### src/rtl/prog_loader_pkg.sv
// Shared definitions for the boot-time program loader: FSM states and stream framing.
package prog_loader_pkg;

  localparam int unsigned WORD_BYTES = 4;

  typedef enum logic [2:0] {
    LD_LEN0,
    LD_LEN1,
    LD_DATA,
    LD_CSUM,
    LD_DONE,
    LD_ERR
  } ld_state_t;

endpackage

### src/rtl/prog_loader_byte_packer.sv
// Assembles accepted bytes little-endian into a 32-bit word and pulses word_valid
// for one cycle after the fourth byte of each word.
module byte_packer
  import prog_loader_pkg::*;
(
  input  logic        clk,
  input  logic        rst,
  input  logic        byte_en,
  input  logic [7:0]  byte_in,
  output logic [31:0] word,
  output logic        word_valid,
  output logic [1:0]  idx
);

  // Place each byte in its lane; the pulse follows the last lane by one cycle.
  always_ff @(posedge clk or negedge rst) begin
    if (!rst) begin
      word       <= '0;
      word_valid <= 1'b0;
      idx        <= '0;
    end else begin
      word_valid <= 1'b0;
      if (byte_en) begin
        word[{idx, 3'b000} +: 8] <= byte_in;
        idx                      <= idx + 2'd1;
        if (idx == 2'(WORD_BYTES - 1)) begin
          word_valid <= 1'b1;
        end
      end
    end
  end

endmodule

### src/rtl/prog_loader.sv
// Boot loader: parses LEN_L, LEN_H, 4*N data bytes, CSUM from a valid/ready byte
// stream, writes words into program memory from word 0 and releases the CPU reset
// only after a complete image with a matching XOR checksum.
module prog_loader
  import prog_loader_pkg::*;
#(
  parameter int unsigned ADDR_W = 9
) (
  input  logic              clk,
  input  logic              rst,
  input  logic              in_valid,
  input  logic [7:0]        in_data,
  output logic              in_ready,
  output logic              mem_we,
  output logic [ADDR_W-1:0] mem_addr,
  output logic [31:0]       mem_wdata,
  output logic              cpu_rst,
  output logic              done,
  output logic              err,
  output logic [15:0]       words_loaded
);

  localparam logic [16:0] MAX_WORDS = 17'(1) << ADDR_W;

  ld_state_t   state;
  logic [15:0] len;
  logic [7:0]  csum;
  logic [1:0]  idx;
  logic        word_valid;
  logic [31:0] word;
  logic        take;
  logic        data_en;
  logic        last_word;
  logic [16:0] len_next;

  assign take      = in_valid & in_ready;
  assign data_en   = take & (state == LD_DATA);
  assign len_next  = {1'b0, in_data, len[7:0]};
  // The previous word's write (and address bump) always lands before this word's
  // fourth byte, so mem_addr is the index of the word being assembled.
  assign last_word = (17'(mem_addr) + 17'd1) == {1'b0, len};

  byte_packer u_packer (
    .clk        (clk),
    .rst        (rst),
    .byte_en    (data_en),
    .byte_in    (in_data),
    .word       (word),
    .word_valid (word_valid),
    .idx        (idx)
  );

  assign mem_we    = word_valid;
  assign mem_wdata = word;

  // Address and word counters advance at the end of each write cycle.
  always_ff @(posedge clk or negedge rst) begin
    if (!rst) begin
      mem_addr     <= '0;
      words_loaded <= '0;
    end else if (word_valid) begin
      mem_addr     <= mem_addr + ADDR_W'(1);
      words_loaded <= words_loaded + 16'd1;
    end
  end

  // Stream parser FSM with registered ready/status outputs.
  always_ff @(posedge clk or negedge rst) begin
    if (!rst) begin
      state    <= LD_LEN0;
      in_ready <= 1'b0;
      len      <= '0;
      csum     <= '0;
      done     <= 1'b0;
      err      <= 1'b0;
      cpu_rst  <= 1'b1;
    end else begin
      case (state)
        LD_LEN0: begin
          in_ready <= 1'b1;
          if (take) begin
            len[7:0] <= in_data;
            state    <= LD_LEN1;
          end
        end
        LD_LEN1: begin
          if (take) begin
            len[15:8] <= in_data;
            if (len_next > MAX_WORDS) begin
              state    <= LD_ERR;
              in_ready <= 1'b0;
            end else if (len_next == 17'd0) begin
              state <= LD_CSUM;
            end else begin
              state <= LD_DATA;
            end
          end
        end
        LD_DATA: begin
          if (data_en) begin
            csum <= csum ^ in_data;
            if (idx == 2'(WORD_BYTES - 1) && last_word) begin
              state <= LD_CSUM;
            end
          end
        end
        LD_CSUM: begin
          if (take) begin
            state    <= (in_data == csum) ? LD_DONE : LD_ERR;
            in_ready <= 1'b0;
          end
        end
        LD_DONE: begin
          in_ready <= 1'b0;
          done     <= 1'b1;
          cpu_rst  <= 1'b0;
        end
        LD_ERR: begin
          in_ready <= 1'b0;
          err      <= 1'b1;
        end
        default: begin
          state    <= LD_ERR;
          in_ready <= 1'b0;
        end
      endcase
    end
  end

endmodule
### config.mk
export PLATFORM = sky130hd
export DESIGN_NAME = prog_loader
export DESIGN_NICKNAME = d
export VERILOG_FILES = /design/src/rtl/prog_loader_pkg.sv /design/src/rtl/prog_loader_byte_packer.sv /design/src/rtl/prog_loader.sv
export SDC_FILE = /design/constraint.sdc
export NUM_CORES = 1
export LEC_CHECK = 0
export ABC_AREA = 1
export CORE_MARGIN = 3
export CORE_UTILIZATION = 35
export CTS_CLUSTER_DIAMETER = 40
export DETAILED_ROUTE_END_ITERATION = 7
export GPL_TIMING_DRIVEN = 0
export SLEW_MARGIN = 25
export SYNTH_ARGS = -nofsm -noshare
export SYNTH_HDL_FRONTEND = slang
export SYNTH_SLANG_ARGS = --single-unit
### constraint.sdc
create_clock -name clk -period 3 [get_ports clk]
set_input_delay 0.6 -clock clk [delete_from_list [all_inputs] [get_ports clk]]
set_output_delay 0.6 -clock clk [all_outputs]
set_load 0.005 [all_outputs]
Word-level counts from Yosys, hierarchy flattened. Index checks and enable logic that the tools add are counted.

Word-level logic and storage cells: 65. Output and inout port bits: 62. Flip-flop bits (word level): 91. Bits of input ports: 11.

Equal/unequal tests: 14. Add/subtract/negate cells: 5. Bitwise gates (word level): 5. Reductions and logical operators: 9. Shift-type cells: 2. Multiplexer cells: 16. $lt $le $gt $ge: 1.

Operators with widths (count): 32-bit bitwise mux (1); 8-bit by 7-bit variable shift with 32-bit output, first input constant (1); 8-bit by 7-bit variable part select with 32-bit output (1); 3-bit 2-to-1 mux (6); 17-bit logical NOT (1); 16-bit by 1-bit adder with 16-bit output, second input constant (1); 10-bit by 16-bit equality test with 1-bit output (1); 16-bit by 10-bit greater-than comparator with 1-bit output, second input constant (1); 3-bit one-hot mux with 5 select lines (1); 9-bit by 1-bit adder with 10-bit output, second input constant (1); 2-bit != test, second input constant (5); 9-bit by 1-bit adder with 9-bit output, second input constant (1); 8-bit equality test (1); 8-bit bitwise XOR (1); 1-bit 2-to-1 mux (7); 5-bit negator with 7-bit output (1); 3-bit by 2-bit equality test with 1-bit output, second input constant (2); 3-bit equality test, second input constant (2); 2-bit AND reduction (3); 6-bit AND reduction (1); 1-bit one-hot mux with 4 select lines (1); 4-bit AND reduction (1); 3-bit by 1-bit equality test with 1-bit output, second input constant (1); 3-bit logical NOT (1); 7 further kinds (9).

Depth between registers and ports, before layout. Gate-level depths: netlist of run 1.

Depth after elaboration: 6. Mapped depth: 14. Mapped depth without buffers: 14.

By module. A second synthesis of run 1 with hierarchy kept.

Cells, all modules: 557. Area, all modules: 4476.8 sq um.

By module, submodules not included: prog_loader (cells each 357, seq. area each 1402.6 sq um, instances 1, area each 2859.0 sq um); byte_packer (cells each 200, seq. area each 875.8 sq um, instances 1, area each 1617.8 sq um).

Least setup slack after synthesis of run 1. OpenSTA, ideal clock, no wires.

Path kind: reg-to-reg. Start: register u_packer.idx[0]. End: register u_packer.word[0]. Data required time: 2.934 ns. Cell stages (with the launch flop): 7. Path slack: 1.118 ns. Arrival: 1.816 ns. Library setup time: 0.066 ns. Clock period less this slack: 1.882 ns. Cells stage by stage: dfrtp_1 > clkbuf_1 > inv_1 > ha_1 > nor3_1 > nand3_1 > nand2_1.

Word-level cells in the longest chain between the ends: 3. Elaborated cells on any way between the ends: 4. Those cells by class: add/sub (1); shift (2); mux (1).

Ends and longest elaborated chain: start: declaration (line prog_loader_byte_packer.sv:12) `output logic [1:0] idx`; start signal: assignment (line prog_loader_byte_packer.sv:25) `idx <= idx + 2'd1;`; 5-bit negator with 7-bit output (*) (line prog_loader_byte_packer.sv:24) `word[{idx, 3'b000} +: 8] <= byte_in;`; 8-bit by 7-bit variable part select with 32-bit output or 8-bit by 7-bit variable shift with 32-bit output (tied branches) (line prog_loader_byte_packer.sv:24); 32-bit bitwise mux (*) (line prog_loader_byte_packer.sv:24); end signal: indexed assignment (line prog_loader_byte_packer.sv:24); end: declaration (line prog_loader_byte_packer.sv:10) `output logic [31:0] word,`.

Every way passes the cells marked *; elsewhere a longest branch is shown, timed or not. A chain may end at the register's enable or synchronous reset.

Final worst setup path of run 1. Ends and elaborated chain as after synthesis.

==> results of run 1 <==
how the worst max path moves through the flow:
stage,slack [ps],cells past startpoint,endpoint
detailed placement,670,12,state[1]$_DFFE_PN0P_
CTS,670,6,u_packer.word[3]$_DFFE_PN0P_
finish,670,6,u_packer.word[0]$_DFFE_PN0P_
global route,410,6,u_packer.word[6]$_DFFE_PN0P_
global placement,-2040,1,u_packer.word[4]$_DFFE_PN0P_
floorplan,1120,6,u_packer.word[0]$_DFFE_PN0P_
logic make-up after synthesis:
group	synth area share
and+or+nand+nor	0.2696
DFF	0.5119
AOI/OAI and AO/OA	0.08041
buffers and inverters	0.06072
xor gates and xnor gates	0.04723
adders and majority gates	0.02249
muxes	0.007590
state kept, by name, indices dropped and copies added, names as in the netlist:
register             count
cpu_rst                  1
csum                     8
done                     1
err                      1
in_ready                 1
len                     16
mem_addr                 9
state                    3
u_packer.idx             2
u_packer.word           32
u_packer.word_valid      1
words_loaded            16
cells in the mapped netlist (all sizes together):
| master | number | area, um^2 |
|---|---|---|
| nand3 | 60 | 300.3 |
| a31o | 1 | 8.760 |
| xnor2 | 10 | 87.58 |
| dfstp | 1 | 26.28 |
| nand3b | 4 | 30.03 |
| or2 | 2 | 12.51 |
| inv | 51 | 193.9 |
| nor3 | 13 | 86.34 |
| o22ai | 1 | 6.260 |
| nand2 | 139 | 524.3 |
| buf | 6 | 53.79 |
| dfrtp | 90 | 2252 |
| o31ai | 3 | 22.52 |
| o21bai | 1 | 7.510 |
| o211ai | 1 | 7.510 |
| o21ai | 55 | 275.3 |
| clkbuf | 6 | 22.52 |
| xor2 | 14 | 122.6 |
| ha | 8 | 100.1 |
| a21o | 1 | 7.510 |
| nand4 | 5 | 31.28 |
| mux2 | 3 | 33.78 |
| nor2 | 38 | 215.2 |
| a21oi | 3 | 15.01 |
| a21boi | 1 | 7.510 |
layer usage:
metal  vias to the layer above  track usage  share of wire
met3                        23      0.04354          0.053
met2                       113       0.2412           0.44
li1                       1852            -              -
met1                      1752       0.2178           0.48
met5                         -            0              0
met4                         0      0.05865          0.024
cell type report:
type | count | area, um^2
fill | 1204 | 6441
sequential | 91 | 2278
multi-input combinational | 363 | 1902
timing repair buffer | 73 | 749.5
clock buffer | 11 | 252.7
tap | 168 | 210.2
inverter | 51 | 193.9
clock inverter | 5 | 107.6
buffer | 12 | 76.32
worst max-delay path, cell delays in order, from the launching register on:
cell and delay (ps):
dfrtp_1 410, clkbuf_1 350, inv_1 180, ha_1 350
nor3_1 710, nand3_1 180, nand2_1 90
where the power goes:
part / total (mW) / internal, mW / switching (mW)
sequential: 1.37 / 1.30 / 0.0639
combinational: 0.371 / 0.138 / 0.232
clock: 1.35 / 0.865 / 0.486
stage by stage:
stage	TNS, ps	cell area (um^2)	utilization
2_1_floorplan	0	4451	-
3_3_place_gp	-183790	5381	0.4407
3_5_place_dp	0	5410	0.4430
4_1_cts	0	5771	0.4725
5_1_grt	0	5771	0.4725
6_report	0	5771	0.4725
==> results.yml, run 1 <==
setup_path:
  rrSetupSlack_ps: 670
  regToRegEndpoint: "u_packer.word[0]$_DFFE_PN0P_"
  worstPathRequired_ps: 3280
  cp.arrival_ps: 2600
  crit_start: "u_packer.idx[0]$_DFFE_PN0P_"
  worstReg2RegStart: "u_packer.idx[0]$_DFFE_PN0P_"
  setup.worst_path.class: "register to register"
  cp-end-kind: "register"
  critical_path.max_fanout: 9
  r2r_cells: 6
  startpoint_type: "register"
clock_network:
  clk_latency_ps: 340
  cts_tree: "built"
  clock_path_buffers: 2
  clock-root-buffer: "clkbuf_16"
  holdBufCountCts: 0
  htreeDepth: 3
  clock-sinks: 91
  clkTransAtPathRegs_ps: 70
  numCtsBuffers: 9
  cts_resized: 0
  cts_setup_buffers: 0
hold_path:
  min_path_type: "input pin to asynchronous set/reset pin"
sta:
  whs_ps: 155.7
  finalCriticalPeriod_ps: 2326
  finalCritPeriodShare: 0.7753
  fmax_ghz: 0.4299
  finalSetupViolCount: 0
  drv_slew: 0
  relSlewSlack: 0.4244
  layout_setup_ws_ps: 674.1
  hold_viol_final: 0
  skew_ps: 7.008
  worst_slew_pin_slew_ps: 856.8
  rsz0062_at_grt: "false"
floorplan:
  num_rows: 40
  die_area_um2: 14110
  initial_utilization: 0.3644
  die_y_um: 118.8
  dieWidth_um: 118.8
  core_area_um2: 12210
  ioPinCount: 73
global_route:
  grt_pass1_vias: 3719
  grt_overflow: 0
  grt_pass1_wl_um: 18360
  grt_antenna_before_repair: 0
  grt_max_degree: 57
  grt_usage: 0.1591
route:
  wl_per_cell_um: 13.68
  drt-vias-per-instance: 4.832
  drtIter0Drc: 162
  routed_wl_um: 10590
  first_pass_iters: 6
  drc: 0
  ant_nets: 0
  num_vias: 3740
placement:
  dp.cells: 758
  place_ws_ps: 666.6
  port_buffers: 72
  dp_hpwl_um: 7676
  place.gp.congestion: 0.8564
final_layout:
  final_cell_mix: "nand2_1, dfrtp_1, clkdlybuf4s50_1"
  nets: 620
  fin_cells: 774
  final_common_cell: "nand2_1"
  area_growth_pct: 29.66
  drive_gt1_frac: 0.08086
  n_antenna_cell: 0
run:
  drv_cap: 0
synthesis:
  synth_warnings: 0
  synth.cell_area_um2: 4451
  ys_seq_area_frac: 0.5119
  syn_avg_cell_area_um2: 8.608
  synth_nets: 536
  ys_types: 35
  syn_inst: 517
  ys_ff_latch: 91
power_and_ir_drop:
  fin_total_pwr_mw: 3.088
  ir_worst_vdd_uv: 311.9
  power.density_nw_per_um2: 535.2
  p_leak_nw: 2.759
outcome:
  outcome: "finished clean"
(Power assumes the default switching activity.)
==> run 2, diff against run 1 <==
==> constraint.sdc (replaced) <==
create_clock -name clk -period 1.95 [get_ports clk]
set_input_delay 0.39 -clock clk [delete_from_list [all_inputs] [get_ports clk]]
set_output_delay 0.39 -clock clk [all_outputs]
set_load 0.005 [all_outputs]
==> results.yml, run 2 (synthesis results as in run 1) <==
setup_path:
  startpoint_type: "register"
  rrSetupSlack_ps: 100
  worstReg2RegStart: "u_packer.idx[0]$_DFFE_PN0P_"
  r2r_cells: 8
  worstPathRequired_ps: 2230
  regToRegEndpoint: "u_packer.word[23]$_DFFE_PN0P_"
  cp.arrival_ps: 2130
  critical_path.max_fanout: 10
  cp-end-kind: "register"
  setup.worst_path.class: "register to register"
sta:
  hold_viol_final: 0
  finalCritPeriodShare: 0.9465
  fmax_ghz: 0.5418
  worst_slew_pin_slew_ps: 451.4
  finalSetupViolCount: 0
  relSlewSlack: 0.6990
  drv_slew: 0
  layout_setup_ws_ps: 104.3
  skew_ps: 6.746
  finalCriticalPeriod_ps: 1846
  setup_tns_ps: 0
floorplan:
  num_rows: 40
  die_area_um2: 14110
  die_y_um: 118.8
  core_area_um2: 12210
  dieWidth_um: 118.8
  initial_utilization: 0.3644
  ioPinCount: 73
route:
  drc: 0
  dr_wl_met3_um: 579
  drtIter0Drc: 178
  top_layer_used: "met4"
  met1_length_um: 5075
  ant_nets: 0
  drt-vias-per-instance: 4.838
  num_vias: 3759
  first_pass_iters: 4
  route.met2.wl_um: 4770
  routed_wl_um: 10640
  wl_per_cell_um: 13.69
global_route:
  grt_overflow: 0
  grt_antenna_before_repair: 0
  grt_pass1_vias: 3726
  grt_max_degree: 57
  grt_pass1_wl_um: 18350
  grt_usage: 0.1590
clock_network:
  clock-root-buffer: "clkbuf_16"
  clock-sinks: 91
  clk_latency_ps: 340
  clkTransAtPathRegs_ps: 70
  clock_path_buffers: 2
  cts_tree: "built"
  htreeDepth: 3
  numCtsBuffers: 9
power_and_ir_drop:
  p_leak_nw: 2.782
  ir_worst_vdd_uv: 479.5
  power.density_nw_per_um2: 813.6
placement:
  place.gp.congestion: 0.8564
  port_buffers: 72
  place_ws_ps: -360.8
  dp_hpwl_um: 7676
final_layout:
  drive_gt1_frac: 0.1034
  n_antenna_cell: 0
  fin_util: 0.4801
  final_common_cell: "nand2_1"
  top_regs: "u_packer.word x32, len x16, words_loaded x16"
  nets: 623
  area_growth_pct: 31.74
  final_cell_mix: "nand2_1, dfrtp_1, clkdlybuf4s50_1"
  largest_reg_flops: 32
  largest-register: "u_packer.word"
run:
  drv_cap: 0
hold_path:
  min_from: "err$_DFFE_PN0P_"
  holdPathEnd: "err$_DFFE_PN0P_"
  min_path_type: "register to register"
  hold_path_depth: 1
outcome:
  outcome: "finished clean"
run 2: power by group:
group,switching (mW),internal (mW)
sequential,0.0993,2.01
clock,0.746,1.33
combinational,0.364,0.225
total,1.21,3.56
run 2: final cells by class:
class                   count  area (um^2)
flip-flops and latches     91         2280
clock inverters             5        107.6
multi-input cells         363         1961
plain buffers              12        83.83
fillers                  1200         6349
well taps                 168        210.2
clock buffers              11        252.7
inverters                  51        193.9
repair buffers             76        774.5
run 2: worst max-delay path: stages, from the launching register on:
cell	delay (ps)
dfrtp_1	410
buf_4	220
inv_1	140
ha_4	320
clkbuf_4	200
inv_1	110
nor2_1	180
nand4_1	120
nand2_1	80
run 2: worst max path at each step:
stage | cells past startpoint | slack, ps | start | endpoint
6_report | 8 | 100 | u_packer.idx[0]$_DFFE_PN0P_ | u_packer.word[23]$_DFFE_PN0P_
3_3_place_gp | 1 | -2880 | rst | u_packer.word[4]$_DFFE_PN0P_
2_1_floorplan | 6 | 70 | u_packer.idx[0]$_DFFE_PN0P_ | u_packer.word[0]$_DFFE_PN0P_
3_5_place_dp | 6 | -360 | u_packer.idx[0]$_DFFE_PN0P_ | u_packer.word[3]$_DFFE_PN0P_
4_1_cts | 7 | -20 | u_packer.idx[0]$_DFFE_PN0P_ | u_packer.word[3]$_DFFE_PN0P_
5_1_grt | 14 | -20 | mem_addr[1]$_DFFE_PN0P_ | state[1]$_DFFE_PN0P_
run 2: metal layers:
layer  GRT usage  vias to the layer above
li1            -                     1859
met1      0.2172                     1775
met2      0.2419                      107
met3     0.04306                       18
met4     0.05865                        0
met5           0                        -
run 2: metrics by stage:
stage	hold slack, ps	total power, mW	instance area [um^2]	cells
2_1_floorplan	94.41	2.496	4451	517
3_3_place_gp	461.1	2.690	5381	757
3_5_place_dp	319.4	2.713	5410	758
4_1_cts	474.8	4.812	5791	775
5_1_grt	486.5	5.023	5863	777
6_report	470.4	4.770	5863	777
run 2: what timing repair did:
item                                    CTS  global route
hold buffers                              1             0
gates resized for setup                   4            17
endpoints found under the setup margin   27            28
endpoints found under the hold margin    34             0
buffers inserted                          0             2
==> run 3, diff against run 2 <==
--- a/config.mk
+++ b/config.mk
@@ -7,10 +7,11 @@
 export LEC_CHECK = 0
 export ABC_AREA = 1
 export CORE_MARGIN = 3
-export CORE_UTILIZATION = 35
+export CORE_UTILIZATION = 30
 export CTS_CLUSTER_DIAMETER = 40
 export DETAILED_ROUTE_END_ITERATION = 7
 export GPL_TIMING_DRIVEN = 0
+export SKIP_CTS_REPAIR_TIMING = 1
 export SLEW_MARGIN = 25
 export SYNTH_ARGS = -nofsm -noshare
 export SYNTH_HDL_FRONTEND = slang
==> results.yml, run 3 (synthesis results as in run 1) <==
setup_path:
  cp-end-kind: "register"
  cp.arrival_ps: 2060
  setup.worst_path.class: "register to register"
  critical_path.max_fanout: 10
  critPathMaxStageDelay_ps: 400
  cpLargestDelayFamily: "buffers and inverters"
  crit_path_top_delay_cell: "dfrtp_1"
  path_buf_inv: 4
  worstPathRequired_ps: 2240
  crit_top_cell: "inv_1"
  worstPathCellList: "buf_4, inv_1, ha_4, clkbuf_4, inv_1, nor2_1, nand4_1, nand2_1"
  startpoint_type: "register"
placement:
  port_buffers: 72
  dp_hpwl_um: 7853
  place.gp.congestion: 0.8034
  place_ws_ps: -273.6
sta:
  hold_viol_final: 0
  finalCritPeriodShare: 0.9112
  rsz0062_at_grt: "true"
  relSlewSlack: 0.6805
  finalSetupViolCount: 0
  skew_ps: 6.487
  worst_slew_pin_slew_ps: 479.3
  finalCriticalPeriod_ps: 1777
  drv_slew: 0
  layout_setup_ws_ps: 173.1
  fmax_ghz: 0.5628
  setup_tns_ps: 0
power_and_ir_drop:
  p_leak_nw: 2.741
  ir_worst_vdd_uv: 512.8
  fin_total_pwr_mw: 4.289
  power.density_nw_per_um2: 742.0
clock_network:
  numCtsBuffers: 9
  clkTransAtPathRegs_ps: 60
  clk_latency_ps: 340
  clock_path_buffers: 2
  clock-root-buffer: "clkbuf_16"
  clock-sinks: 91
  htreeDepth: 3
  cts_tree: "built"
global_route:
  grt_overflow: 0
  grt_max_degree: 66
  met2_usage: 0.2089
  busiest_layer: "met2"
  grt_pass1_wl_um: 18220
  use_met1: 0.1925
  grt_usage: 0.1394
  grt_pass1_vias: 3710
  grt_antenna_before_repair: 0
  gr-usage-met3: 0.04458
route:
  ant_nets: 0
  num_vias: 3756
  first_pass_iters: 5
  drc: 0
  drt-vias-per-instance: 4.760
  drtIter0Drc: 198
  routed_wl_um: 10930
  wl_per_cell_um: 13.85
floorplan:
  ioPinCount: 73
  core_area_um2: 14200
  num_rows: 43
  initial_utilization: 0.3133
  dieWidth_um: 127.8
  die_y_um: 127.8
  die_area_um2: 16330
final_layout:
  largest_reg_flops: 32
  final_cell_mix: "nand2_1, dfrtp_1, clkdlybuf4s50_1"
  nets: 624
  drive_gt1_frac: 0.1034
  n_antenna_cell: 0
  top_regs: "u_packer.word x32, len x16, words_loaded x16"
  largest-register: "u_packer.word"
  area_growth_pct: 29.88
  final_common_cell: "nand2_1"
hold_path:
  min_path_type: "input pin to asynchronous set/reset pin"
outcome:
  outcome: "finished clean"
run:
  drv_cap: 0
## run 3: metal layers
layer	up-vias	routed length [um]
met4	0	123
li1	1854	-
met5	-	0
met1	1789	5194
met3	12	619
met2	101	4989
## run 3: area by class of cell
| type | instances | area (um^2) |
|---|---|---|
| buffer | 12 | 83.83 |
| clock inverter | 3 | 15.01 |
| inverter | 51 | 193.9 |
| multi-input combinational | 363 | 1953 |
| timing repair buffer | 77 | 782.0 |
| tap | 180 | 225.2 |
| fill | 1425 | 8423 |
| sequential | 91 | 2281 |
| clock buffer | 12 | 246.5 |
## run 3: worst paths after layout
check / start / to / slack (ps) / cells past startpoint
setup / recovery: u_packer.idx[0]$_DFFE_PN0P_ / u_packer.word[22]$_DFFE_PN0P_ / 170 / 8
hold / removal: rst / u_packer.word[2]$_DFFE_PN0P_ / 470 / 2
setup reg to reg: u_packer.idx[0]$_DFFE_PN0P_ / u_packer.word[22]$_DFFE_PN0P_ / 170 / 8
hold reg to reg: done$_DFFE_PN0P_ / done$_DFFE_PN0P_ / 470 / 1
max in group asynchronous: rst / cpu_rst$_DFFE_PN1P_ / 860 / 3
min in group clk: done$_DFFE_PN0P_ / done$_DFFE_PN0P_ / 470 / 1
## run 3: through the flow
stage,std cells,cell area (um^2),util,hold slack [ps]
CTS,785,5687,0.4004,-96.13
global route,789,5781,0.4070,491.2
floorplan,517,4451,-,94.41
global placement,769,5396,0.3799,451.6
finish,789,5781,0.4070,465.8
detailed placement,770,5425,0.3820,275.2
## run 3: power by group
group | leakage [nW] | total, mW | internal, mW | switching [mW]
clock network | 0.132 | 1.58 | 0.886 | 0.698
registers | 1.24 | 2.11 | 2.01 | 0.103
logic | 1.37 | 0.596 | 0.225 | 0.372
total | 2.74 | 4.29 | 3.12 | 1.17
